===== src/rtl/binarize_pkg.sv =====
// rtl/binarize_pkg.sv - shared types and constants for the binarizing frame-buffer writer
package binarize_pkg;

    typedef enum logic {
        ST_WAIT_SOF = 1'b0,
        ST_ACTIVE   = 1'b1
    } state_t;

    localparam logic [7:0] LUMA_COEF_R = 8'd77;
    localparam logic [7:0] LUMA_COEF_G = 8'd150;
    localparam logic [7:0] LUMA_COEF_B = 8'd29;

    localparam int RGB_R_MSB = 15;
    localparam int RGB_R_LSB = 11;
    localparam int RGB_G_MSB = 10;
    localparam int RGB_G_LSB = 5;
    localparam int RGB_B_MSB = 4;
    localparam int RGB_B_LSB = 0;

endpackage


===== src/rtl/rgb565_to_luma.sv =====
// rtl/rgb565_to_luma.sv - RGB565 to 8-bit luma, one registered stage
module rgb565_to_luma
    import binarize_pkg::*;
(
    input  logic        i_clk,
    input  logic        i_rst_n,
    input  logic [15:0] i_rgb,
    output logic [7:0]  o_y
);

    logic [4:0]  w_r5;
    logic [5:0]  w_g6;
    logic [4:0]  w_b5;
    logic [7:0]  w_r8;
    logic [7:0]  w_g8;
    logic [7:0]  w_b8;
    logic [15:0] w_sum;

    assign w_r5 = i_rgb[RGB_R_MSB:RGB_R_LSB];
    assign w_g6 = i_rgb[RGB_G_MSB:RGB_G_LSB];
    assign w_b5 = i_rgb[RGB_B_MSB:RGB_B_LSB];

    // Replicate MSBs so full-scale 565 maps to 255 in each channel
    assign w_r8 = {w_r5, w_r5[4:2]};
    assign w_g8 = {w_g6, w_g6[5:4]};
    assign w_b8 = {w_b5, w_b5[4:2]};

    // Coefficients sum to 256, so the 16-bit sum cannot overflow
    assign w_sum = 16'(w_r8) * 16'(LUMA_COEF_R)
                 + 16'(w_g8) * 16'(LUMA_COEF_G)
                 + 16'(w_b8) * 16'(LUMA_COEF_B);

    always_ff @(posedge i_clk or negedge i_rst_n) begin
        if (!i_rst_n) begin
            o_y <= 8'd0;
        end else begin
            o_y <= w_sum[15:8];
        end
    end

endmodule


===== src/rtl/binarize_fb_writer.sv =====
// rtl/binarize_fb_writer.sv - camera pixels to 1-bit frame-buffer writes; optional BIN_AUTO_THRESH_EN
module binarize_fb_writer
    import binarize_pkg::*;
#(
    parameter int IMG_W  = 800,
    parameter int IMG_H  = 480,
    parameter int ADDR_W = 19
)(
    input  logic              PixelClk,
    input  logic              nRST,
    input  logic              pix_valid,
    output logic              pix_ready,
    input  logic              pix_sof,
    input  logic [15:0]       pix_data,
    input  logic [7:0]        thresh_i,
    input  logic              frame_hold,
    output logic              wr_en,
    output logic [ADDR_W-1:0] wr_addr,
    output logic              wr_data,
    output logic              frame_done,
    output logic              err_short
);

    localparam int                NPIX      = IMG_W * IMG_H;
    localparam logic [ADDR_W-1:0] LAST_ADDR = ADDR_W'(NPIX - 1);

    state_t            r_state;
    state_t            w_state_nxt;
    logic [ADDR_W-1:0] r_cnt;
    logic [ADDR_W-1:0] w_cnt_nxt;
    logic              w_accept;
    logic              w_wr;
    logic [ADDR_W-1:0] w_addr;
    logic              w_last;
    logic              w_err;

    logic              r_s1_valid;
    logic [ADDR_W-1:0] r_s1_addr;
    logic              r_s1_last;
    logic              r_s1_err;
    logic [7:0]        w_y;
    logic [7:0]        w_thresh;

    assign pix_ready = nRST;
    assign w_accept  = pix_valid & pix_ready;

    always_ff @(posedge PixelClk or negedge nRST) begin
        if (!nRST) begin
            r_state <= ST_WAIT_SOF;
            r_cnt   <= '0;
        end else begin
            r_state <= w_state_nxt;
            r_cnt   <= w_cnt_nxt;
        end
    end

    always_comb begin
        w_state_nxt = r_state;
        w_cnt_nxt   = r_cnt;
        w_wr        = 1'b0;
        w_addr      = r_cnt;
        w_last      = 1'b0;
        w_err       = 1'b0;
        if (w_accept) begin
            case (r_state)
                ST_WAIT_SOF: begin
                    if (pix_sof && !frame_hold) begin
                        w_wr        = 1'b1;
                        w_addr      = '0;
                        w_cnt_nxt   = ADDR_W'(1);
                        w_state_nxt = ST_ACTIVE;
                    end
                end
                ST_ACTIVE: begin
                    if (pix_sof) begin
                        // Early SOF: truncated frame, restart or stop if held
                        if (frame_hold) begin
                            w_cnt_nxt   = '0;
                            w_state_nxt = ST_WAIT_SOF;
                        end else begin
                            w_wr      = 1'b1;
                            w_err     = 1'b1;
                            w_addr    = '0;
                            w_cnt_nxt = ADDR_W'(1);
                        end
                    end else begin
                        w_wr = 1'b1;
                        if (r_cnt == LAST_ADDR) begin
                            w_last      = 1'b1;
                            w_cnt_nxt   = '0;
                            w_state_nxt = ST_WAIT_SOF;
                        end else begin
                            w_cnt_nxt = r_cnt + ADDR_W'(1);
                        end
                    end
                end
                default: begin
                    w_state_nxt = ST_WAIT_SOF;
                    w_cnt_nxt   = '0;
                end
            endcase
        end
    end

    rgb565_to_luma u_luma (
        .i_clk   (PixelClk),
        .i_rst_n (nRST),
        .i_rgb   (pix_data),
        .o_y     (w_y)
    );

    always_ff @(posedge PixelClk or negedge nRST) begin
        if (!nRST) begin
            r_s1_valid <= 1'b0;
            r_s1_addr  <= '0;
            r_s1_last  <= 1'b0;
            r_s1_err   <= 1'b0;
        end else begin
            r_s1_valid <= w_wr;
            r_s1_addr  <= w_addr;
            r_s1_last  <= w_last;
            r_s1_err   <= w_err;
        end
    end

`ifdef BIN_AUTO_THRESH_EN
    logic [7:0] r_thr;
    logic       r_thr_vld;
    logic [7:0] r_min;
    logic [7:0] r_max;
    logic       w_first;
    logic [7:0] w_min_nxt;
    logic [7:0] w_max_nxt;
    logic [8:0] w_mid;

    // Address 0 marks the first pixel of a frame, including a restart
    assign w_first   = (r_s1_addr == '0);
    assign w_min_nxt = (w_first || (w_y < r_min)) ? w_y : r_min;
    assign w_max_nxt = (w_first || (w_y > r_max)) ? w_y : r_max;
    assign w_mid     = 9'(w_min_nxt) + 9'(w_max_nxt);
    assign w_thresh  = r_thr_vld ? r_thr : thresh_i;

    always_ff @(posedge PixelClk or negedge nRST) begin
        if (!nRST) begin
            r_thr     <= 8'd0;
            r_thr_vld <= 1'b0;
            r_min     <= 8'd0;
            r_max     <= 8'd0;
        end else if (r_s1_valid) begin
            r_min <= w_min_nxt;
            r_max <= w_max_nxt;
            if (r_s1_last) begin
                r_thr     <= w_mid[8:1];
                r_thr_vld <= 1'b1;
            end
        end
    end
`else
    assign w_thresh = thresh_i;
`endif

    always_ff @(posedge PixelClk or negedge nRST) begin
        if (!nRST) begin
            wr_en      <= 1'b0;
            wr_addr    <= '0;
            wr_data    <= 1'b0;
            frame_done <= 1'b0;
            err_short  <= 1'b0;
        end else begin
            wr_en      <= r_s1_valid;
            frame_done <= r_s1_valid & r_s1_last;
            err_short  <= r_s1_valid & r_s1_err;
            if (r_s1_valid) begin
                wr_addr <= r_s1_addr;
                wr_data <= (w_y >= w_thresh);
            end
        end
    end

endmodule

===== config.mk =====
export PLATFORM = sky130hd
export DESIGN_NAME = binarize_fb_writer
export DESIGN_NICKNAME = d
export VERILOG_FILES = /design/src/rtl/binarize_pkg.sv /design/src/rtl/rgb565_to_luma.sv /design/src/rtl/binarize_fb_writer.sv
export SDC_FILE = /design/constraint.sdc
export NUM_CORES = 1
export LEC_CHECK = 0
export CORE_AREA = 2 2 105 107
export CTS_CLUSTER_DIAMETER = 150
export DETAILED_ROUTE_END_ITERATION = 12
export DIE_AREA = 0 0 107 109
export HOLD_SLACK_MARGIN = 0.08
export MAX_ROUTING_LAYER = met4
export PLACE_DENSITY_LB_ADDON = 0.3
export SYNTH_ARGS = -nofsm -noshare
export SYNTH_HDL_FRONTEND = slang
export SYNTH_HIERARCHICAL = 1
export SYNTH_SLANG_ARGS = --single-unit

===== constraint.sdc =====
create_clock -name PixelClk -period 2.6 [get_ports PixelClk]
set_input_delay 0.52 -clock PixelClk [delete_from_list [all_inputs] [get_ports PixelClk]]
set_output_delay 0.52 -clock PixelClk [all_outputs]
set_load 0.05 [all_outputs]

Word level (Yosys, flattened, before mapping)
Cells that the tools add are included.

storage, ports and cells
  bits in read-only memories = 0
  logic and storage cells = 53
  memories kept = 0
  bits in writable memories = 0
  input port bits = 29
  latch bits = 0
  bits in registers = 73
  output and inout port bits = 24

operators by class
  shift operators = 0
  multiplexer cells = 25
  equal/unequal tests = 2
  add/subtract/negate cells = 3
  bitwise logic cells = 4
  reduce and logical (&&, ||, !) cells = 3
  $mul = 3
  div/mod/pow operators = 0
  magnitude comparators = 1

operators by type and width
  cell                                                                  count
  19-bit two-way mux                                                    7
  19-bit one-hot mux with 2 select lines                                2
  8-bit by 7-bit multiplier with 15-bit output (second input constant)  2
  19-bit by 1-bit adder with 19-bit output (second input constant)      1
  19-bit equality test (second input constant)                          1
  15-bit by 16-bit adder with 16-bit output                             1
  16-bit by 13-bit adder with 16-bit output                             1
  1-bit two-way mux                                                     14
  8-bit by 5-bit multiplier with 13-bit output (second input constant)  1
  8-bit >= comparator                                                   1
  1-bit one-hot mux with 2 select lines                                 2
  1-bit bitwise AND                                                     3
  2-bit != test (second input constant)                                 1
  2-bit AND reduction                                                   1
  1-bit logical AND                                                     1
  1-bit zero test                                                       1
  1-bit NOT                                                             1

Logic depth before layout (Yosys ltp)
Gate-level depths: netlist of run 1.

  word-level depth = 5
  mapped depth = 23
  mapped depth without buffers = 23

By module
Netlist of run 1, hierarchy kept.

modules (own cells, without submodules)
  module              times used  area each (um^2)  cells an instance  sequential area each (um^2)
  rgb565_to_luma      1           3310.7            326                200.2
  binarize_fb_writer  1           2822.7            242                1626.6

Least setup slack after synthesis of run 1
OpenSTA, ideal clock, no wires.

  path kind = input to register
  start point = in pix_data[7]
  end point = reg u_luma.o_y[7]
  required time = 2466 ps
  setup slack = -3371 ps
  arrival = 5837 ps
  path buffers = 0
  stages on the path = 20
  path through = ha_1 -> ha_1 -> inv_1 -> fa_1 -> inv_1 -> fa_1 -> ha_1 -> xnor2_1 -> fa_1 -> fa_1 -> inv_1 -> fa_1 -> fa_1 -> inv_1 -> ha_1 -> a21o_1 -> a21oi_1 -> o21ai_2 -> a31oi_1 -> xnor3_1

on the way
  word-level cells in the longest chain between the ends = 3

RTL lines
  element                                       line                      source
  from (decl)                                   binarize_fb_writer.sv:14  input logic [15:0] pix_data,
  8-bit by 7-bit multiplier with 15-bit output  rgb565_to_luma.sv:30      + 16'(w_g8) * 16'(LUMA_COEF_G)
  15-bit by 16-bit adder with 16-bit output     rgb565_to_luma.sv:30
  16-bit by 13-bit adder with 16-bit output     rgb565_to_luma.sv:31      + 16'(w_b8) * 16'(LUMA_COEF_B);
  net u_luma.w_sum[15]                          rgb565_to_luma.sv:17      logic [15:0] w_sum;
  to (signal assigned)                          rgb565_to_luma.sv:37      o_y <= w_sum[15:8];
  to (decl)                                     rgb565_to_luma.sv:8       output logic [7:0] o_y

The timed path passes the listed nets, and every way through them passes these cells.
A chain may end at the register's enable or synchronous reset.

Worst setup path in the final report of run 1
Ends and elaborated chain as after synthesis.

==> results of run 1 <==
worst paths after layout:
check,startpoint,to
setup / recovery,pix_data[7],u_luma/o_y[7]
hold / removal,nRST,r_cnt[1]
setup reg to reg,r_cnt[0],r_cnt[8]
hold reg to reg,r_s1_last,frame_done
max in group asynchronous,nRST,wr_addr[17]
min in group PixelClk,r_s1_last,frame_done
cells by family (layout without fill, tap and decap cells):
| group | after synthesis | count (layout) |
|---|---|---|
| mux | 20 | 20 |
| simple gates | 110 | 110 |
| compound gates | 87 | 87 |
| xor+xnor | 24 | 24 |
| buf+inv | 108 | 252 |
| fa+ha+maj | 146 | 146 |
| flops | 73 | 73 |
final cells by class:
type                    instances  area, um2  share of cell area [%]
inverters                     100        375                    4.69
clock buffers                  13        149                    1.86
well taps                     140        175                    2.19
flip-flops and latches         73       1830                    22.8
repair buffers                136       1150                    14.4
clock inverters                 3       40.0                   0.500
multi-input cells             387       4290                    53.6
layout by cell type, fill, tap and decap left out, types with 3 or more instances in the layout:
master / n
ha_4: 17
dfrtp_1: 73
a31oi_1: 7
o21ai_0: 12
xnor2_1: 13
inv_1: 95
nor4_1: 5
clkbuf_8: 10
and2_1: 17
a21o_1: 10
xor2_1: 6
o21ai_2: 5
fa_1: 51
buf_2: 4
nor2_1: 20
nand3_1: 9
nand4_1: 7
a21oi_1: 10
nor3_1: 4
and3_1: 4
a21oi_2: 9
buf_4: 83
fa_2: 3
o22ai_1: 3
ha_2: 3
o21ai_1: 4
nand2_1: 19
inv_2: 5
clkdlybuf4s50_1: 43
clkbuf_1: 3
ha_1: 72
buf_6: 3
mux2_2: 20
registers in the layout, indices dropped and copies added, names as in the netlist:
register / count
r_state: 1
u_luma/o_y: 8
r_s1_last: 1
r_s1_valid: 1
frame_done: 1
r_cnt: 19
r_s1_err: 1
err_short: 1
r_s1_addr: 19
wr_data: 1
wr_addr: 19
wr_en: 1
metal layers:
metal	global-route usage (%)	routed length, um	up-vias
li1	-	-	2184
met5	-	0	-
met2	50.8	8200	117
met3	3.65	432	32
met4	9.28	369	0
met1	27.4	5340	2317
through the flow:
step | TNS, ns | instance area [um2] | instances | hold slack, ns | setup slack, ns
4_1_cts | -23.48 | 7900 | 851 | 0.167 | -3.05
2_1_floorplan | -22.21 | 6250 | 568 | 0.224 | -3.01
3_3_place_gp | -28.09 | 7470 | 827 | 0.436 | -3.61
3_5_place_dp | -29.05 | 7470 | 827 | 0.452 | -3.77
6_report | -22.06 | 8010 | 852 | 0.168 | -2.90
5_1_grt | -23.20 | 8010 | 852 | 0.175 | -3.01
what timing repair did:
| item | 4_1_cts | 5_1_grt |
|---|---|---|
| setup buffers | 8 | 3 |
| endpoints found under the setup margin | 8 | 8 |
| resized for setup | 62 | 22 |
| pin swaps | 32 | 27 |
| hold buffers | 0 | 0 |
==> results, run 1 <==
- The flow ran to the end, but the final reports show violations.
- The final reports fail on setup timing.
- For the worst setup path, the data required time is 2.83 ns.
- Of the total synthesized cell area, the portion taken by XOR and XNOR cells is 3.65%.
- Synthesis produced a netlist with a net count of 743.
- 0 antenna diodes ended up in the layout.
- The floorplan step defined a core boundary enclosing 10600 um2.
- The iteration-0 DRC count of the detailed router is 211.
- The cell repeated most along the worst path is fa_1.
- The area growth from synthesis to layout is 30.6%.
- The final layout contains 882 nets.
- The slew at the pin with the worst max-slew slack is 0.573 ns.
- The latest clock arrival within the worst-skew pair is 0.35 ns.
- The class of the most critical hold timing path is in -> async.
- Setup repair after global routing could not meet its margin everywhere.
- The top-area cell type share of the netlist area is 29.8%.
- The part of the Yosys area used for sequential elements is 29.8%.
- The cell sitting at the root of the clock tree is a clkbuf_8.
- The endpoint arrival time on the critical path is 5.72 ns.
- The total CTS buffers is 9.
- The initial antenna violation count came to 0.
- The level count of the clock H-tree is 3.
- The initialized floorplan defines 38 standard-cell rows.
- The commonest cells after synthesis are 100 x inv_1, 92 x ha_1, 73 x dfrtp_1, 54 x fa_1, 21 x nor2_1.
- The critical path contains buffers and inverters numbering 5 combined.
- The die covers 11700 um2.
- The cell type of the slowest stage on the worst timing path is fa_1.
- The number of placed I/O pins is 53.
- The startpoint-to-endpoint class of the critical path is in -> reg.
- Summing the areas of all compound-gate instances in the mapped netlist gives 9.65% of the synthesized area.
- The fraction of final layout cells sized beyond drive strength 1 is 27.7%.
- The number of vias per cell after detailed routing is 5.46.
- STA classifies the critical path startpoint as a primary input.
- Counting every sink on the clock net gives 73.
- The pre-antenna-repair detailed-routing pass consisted of 4 iterations.
- The synthesized netlist cell count is 568.
- Averaged over all synthesized cells, the footprint is 10.8 um2.
- The critical path goes through buf_8, ha_4, ha_4, inv_2, fa_1, inv_1, fa_1, ha_4, xnor2_4, fa_2, fa_1, inv_2, fa_1, fa_1, inv_2, ha_4, a21o_1, a21oi_2, o21ai_2, a31oi_2, xnor3_1.
- For this run, the top clock speed supported by timing is 182 MHz.
- The final-report hold violation count came to 0.
- STA classifies the critical path endpoint as a flip-flop.
- The count of different cell masters after synthesis is 63.
- The largest area contributor in the synthesized netlist is dfrtp_1.
- On the worst path, the slowest cell contributes a delay of 0.50 ns.
- After clock tree synthesis, the clock-pin slew on the worst setup and hold paths is 0.07 ns.
- The post-route fraction of the period consumed by the critical path is 211%.
- The count of final max-slew check failures was 0.
- Across the run, the number of max-cap violations was 0.
- Of the total synthesized cell area, the portion taken by full adders, half adders and majority gates is 36.4%.
- Once the floorplan was initialized, standard cells occupied 57.8% of the core.
- The global placer's final weighted congestion is 0.904.
- The count of state elements after synthesis is 73.
- Of all nets on the critical path, the largest fanout is 3.
- Across every metal layer, demand over resource in global routing totals 26.4%.
- After synthesis the cells add up to 6130 um2.
- The relative slew slack is 61.4%.
- Among all flip-flop cells after synthesis, the most frequent one is dfrtp_1.
- The final global-route overflow total is 0.
- The die is 109 um tall.
- The count of port buffers added during placement is 52.
- Entering global routing, the biggest net connects 30 pins.
- Counting flops with a built-in enable in the synthesized netlist gives 0.
- Between clock sinks in the finished design, the worst skew comes to 0.00524 ns.
- In this run the number of cells on the critical path is 21.
- The count of vias placed by the detailed router is 4650.
- The horizontal die dimension is 107 um.
- Once layout is complete, the utilization of the core stands at 75.6%.
- The CTS tree is yes.
- The number of global-route vias before repair is 5110.
- Counting cells, the worst reg-to-reg path comes to 7.
- The maximum buffer depth of the clock tree is 2.
- The family with the most delay on the worst path is adder cells.
- The flop-to-flop setup slack is 0.50 ns.
- Of the post-synthesis cell area, the part taken by muxes is 3.67%.
- The most frequent cell after synthesis is inv_1.
- The filler cells instantiated in the layout total 698.
- Of the total synthesized cell area, the portion taken by AND, OR, NAND and NOR gates is 9.98%.
- The post-layout worst setup margin is -2.90 ns.
- The first global-routing pass estimated 22900 um of wire.
- The total wire length after detailed routing is 14300 um.
- Setup violations remaining at the end of the flow were counted as 8.
- Counting flops with an async set or reset pin after synthesis yields a share of 100%.
- The number of routed nets with antenna violations is 0.
- In the final routed layout, each cell accounts on average for 16.8 um.
- For this run, design rule violations remaining after detail routing come to 0.
- During synthesis, Yosys emitted a total of 6 warnings.
- The dominant combinational cell family by area after synthesis is adder cells.
- Yosys attributes the largest share of cell area to dfrtp_1 30%, ha_1 19%, fa_1 18%, inv_1 6.1%, mux2_2 3.7%.
- Detailed placement ended at an HPWL of 11100 um.
- For the finished layout, the period the worst path requires is 5.50 ns.
Power of run 1 is left out: the tool's default activity adds up to more than one toggle a clock period on the data nets, which glitch-free logic cannot reach.
==> run 2: changes to the inputs <==
TNS_END_PERCENT = 30   (was default)
==> run 2 against run 1 <==
The run still ends with setup timing left. Sequential share of layout area up 0.57 points. Cell count decreased by 1.3%. Utilization shrank 1.8 points. Critical path depth did not move. Die area unchanged. Non-clock buffer count shrank 10. Wire length shrank 5.2%. Flip-flop and latch count is the same. Largest cell class unchanged.
==> results, run 2 (synthesis results as in run 1) <==
- The startpoint-to-endpoint class of the critical path is in -> reg.
- The tightest min-delay check is of the in -> async type.
- The element type at the critical path end is a flip-flop.
- The flow ran to the end, but the final reports show violations.
- The number of placed I/O pins is 53 (unchanged).
- The fraction of final layout cells sized beyond drive strength 1 is 24.1% (-3.6 points).
- The post-place instance area is 7400 um2 (-0.95%).
- In the final layout, the registers with the most flip-flops are r_cnt x19, r_s1_addr x19, wr_addr x19.
- The achievable clock frequency is 177 MHz (-2.5%).
- The number of max-cap violations was 0 (unchanged).
- The worst setup path is launched from a primary input.
- The number of buffers inserted for hold repair after clock tree synthesis is 0 (unchanged).
- The endpoint required time on the critical path is 2.82 ns (about the same).
- The count of vias placed by the detailed router is 4555 (-2.0%).
- The level count of the clock H-tree was 3 (unchanged).
- The endpoint arrival time on the critical path came to 5.86 ns (+0.14 ns).
- The final instance area came to 7820 um2 (-2.4%).
- For this design the ratio of total power to cell area is 1420 nW/um2.
- The number of global-route vias before repair is 4927 (-3.6%).
- The clock net sink count was 73 (unchanged).
- The final routed DRC violation total is 0 (unchanged).
- The detail-routed net length per standard cell is 16.2 um (-4.0%).
- The clock root buffer is clkbuf_8.
- The multi-input logic area was 4160 um2 (-3.1%).
- The final-report hold violation count is 0 (unchanged).
- The die area is 11700 um2 (unchanged).
- The total area of sequential cells was 1830 um2 (unchanged).
- The post-route fraction of the period consumed by the critical path is 217% (+5.3 points).
- The count of final max-slew check failures is 0 (unchanged).
- TritonCTS built the clock tree.
- The number of nets in the layout is 872 (-1.1%).
- Across the VDD grid, the largest voltage drop is 1.29 mV.
- The iteration-0 DRC count of the detailed router is 146 (-31%).
- The latest clock arrival within the worst-skew pair was 0.35 ns (about the same).
- The count of port buffers added during placement is 52 (unchanged).
- The overall routing resource usage is 25.7% (-0.66 points).
- The number of setup violations in the final report came to 8 (unchanged).
- The most frequent standard cell in the layout excluding fill and tap cells is inv_1.
- The largest net degree at the start of global routing came to 30 (unchanged).
- The initial antenna violation count was 0 (unchanged).
- The power consumption is 0.0111 W.
- The post-layout utilization of the core came to 73.7% (-1.8 points).
- The number of routed nets with antenna violations is 0 (unchanged).
- Setup repair after global routing could not meet its margin everywhere.
- The checks that failed: setup timing.
- The clock period minus final worst setup slack is 5.63 ns (+0.138 ns).
- The count of inserted antenna diode cells is 0 (unchanged).
- The total CTS buffers was 9 (unchanged).
- The number of vias per cell after detailed routing is 5.42 (-0.76%).
- The post-layout worst setup margin is -3.03 ns (-0.138 ns).
- The final global-route overflow total is 0 (unchanged).
- The row count is 38 (unchanged).
- The half-perimeter wire length after placement was 10800 um (-2.2%).
- The number of cells after detailed placement is 822 (-0.60%).
- The library cells used most frequently in the layout, excluding fill and tap cells, are 92 x inv_1, 77 x ha_1, 73 x dfrtp_1, 73 x buf_4, 53 x fa_1.
- The area growth from synthesis to layout is 27.4%.
- The analysis attributes to cell leakage a power of 3.90 nW.
- The die boundary height came to 109 um (unchanged).
- The starting utilization of the core area came to 57.8% (unchanged).
- The worst setup slack before clock tree synthesis is -3.77 ns (+0.00179 ns).
- The layout filler cell count was 716 (+2.6%).
- The clock slew seen by the registers of the worst setup and hold paths is 0.07 ns (about the same).
- The count of placed standard cells in the final layout, fillers left out is 841 (-1.3%).
- The standard cell core area came to 10600 um2 (unchanged).
- The relative slew slack is 39.2% (-22 points).
- The number of detailed-route iterations in the first pass came to 4 (unchanged).
- The total wire length after detailed routing is 13600 um (-5.2%).
- The wire length of the first global-routing pass is 22700 um (-1.2%).
- The final setup skew is 0.00717 ns (+0.00193 ns).
- The maximum buffer depth of the clock tree is 2 (unchanged).
- The slew at the pin with the worst max-slew slack is 0.913 ns (+0.340 ns).
- The horizontal die dimension came to 107 um (unchanged).
- The global placer's final weighted congestion is 0.937 (+3.7%).
- The largest fanout on the critical path is 4 (+1).
[run 2: path summary, 6_finish.rpt]
| kind | slack, ns | from | cells after the start | end |
|---|---|---|---|---|
| max in group asynchronous | 1.68 | nRST | 3 | err_short |
| setup reg to reg | 0.48 | r_cnt[0] | 7 | r_cnt[4] |
| hold reg to reg | 0.46 | r_s1_last | 1 | frame_done |
| min in group PixelClk | 0.46 | r_s1_last | 1 | frame_done |
| hold / removal | 0.18 | nRST | 2 | r_cnt[12] |
| setup / recovery | -3.03 | pix_data[7] | 21 | u_luma/o_y[7] |
[run 2: routing by layer]
| layer | wire length [um] | track usage (%) | vias up |
|---|---|---|---|
| met3 | 348 | 2.45 | 19 |
| met4 | 311 | 6.96 | 0 |
| li1 | - | - | 2177 |
| met5 | 0 | - | - |
| met1 | 5240 | 28.3 | 2252 |
| met2 | 7700 | 49.5 | 107 |
[run 2: where the power goes]
group	total (W)	internal (W)	switching, W
registers	0.00145	0.00137	0.0000827
logic	0.00874	0.00444	0.00430
clock network	0.000872	0.000487	0.000385
total	0.0111	0.00630	0.00477
[run 2: area by class of cell]
type / count / area share (%)
clock inverters: 3 / 0.512
well taps: 140 / 2.24
inverters: 100 / 4.80
clock buffers: 12 / 1.98
repair buffers: 126 / 13.9
multi-input cells: 387 / 53.2
flip-flops and latches: 73 / 23.4
[run 2: critical path, stage by stage]
cell and delay (ns):
buf_8 0.10, ha_4 0.23, ha_4 0.26, inv_2 0.04, fa_1 0.58, inv_2 0.06, fa_1 0.52, ha_4 0.34
xnor2_4 0.12, fa_1 0.44, fa_1 0.51, inv_2 0.04, fa_1 0.46, fa_1 0.50, inv_2 0.05, ha_4 0.21
a21o_1 0.20, a21oi_2 0.14, o21ai_2 0.10, a31oi_1 0.20, xnor3_1 0.23
[run 2: metrics by stage]
stage	setup TNS, ns	hold slack [ns]
2_1_floorplan	-22.32	0.224
3_3_place_gp	-28.01	0.436
3_5_place_dp	-29.41	0.451
4_1_cts	-22.78	0.169
5_1_grt	-24.04	0.191
6_report	-23.27	0.177
[run 2: repair_timing]
action / CTS / global route
setup buffers: 4 / 0
resized for setup: 53 / 7
pin swaps: 37 / 19
setup endpoints to repair: 8 / 8
hold endpoints to repair: 0 / 0
gates cloned: 0 / 0
Note: power is estimated with default switching activity, not from simulation.
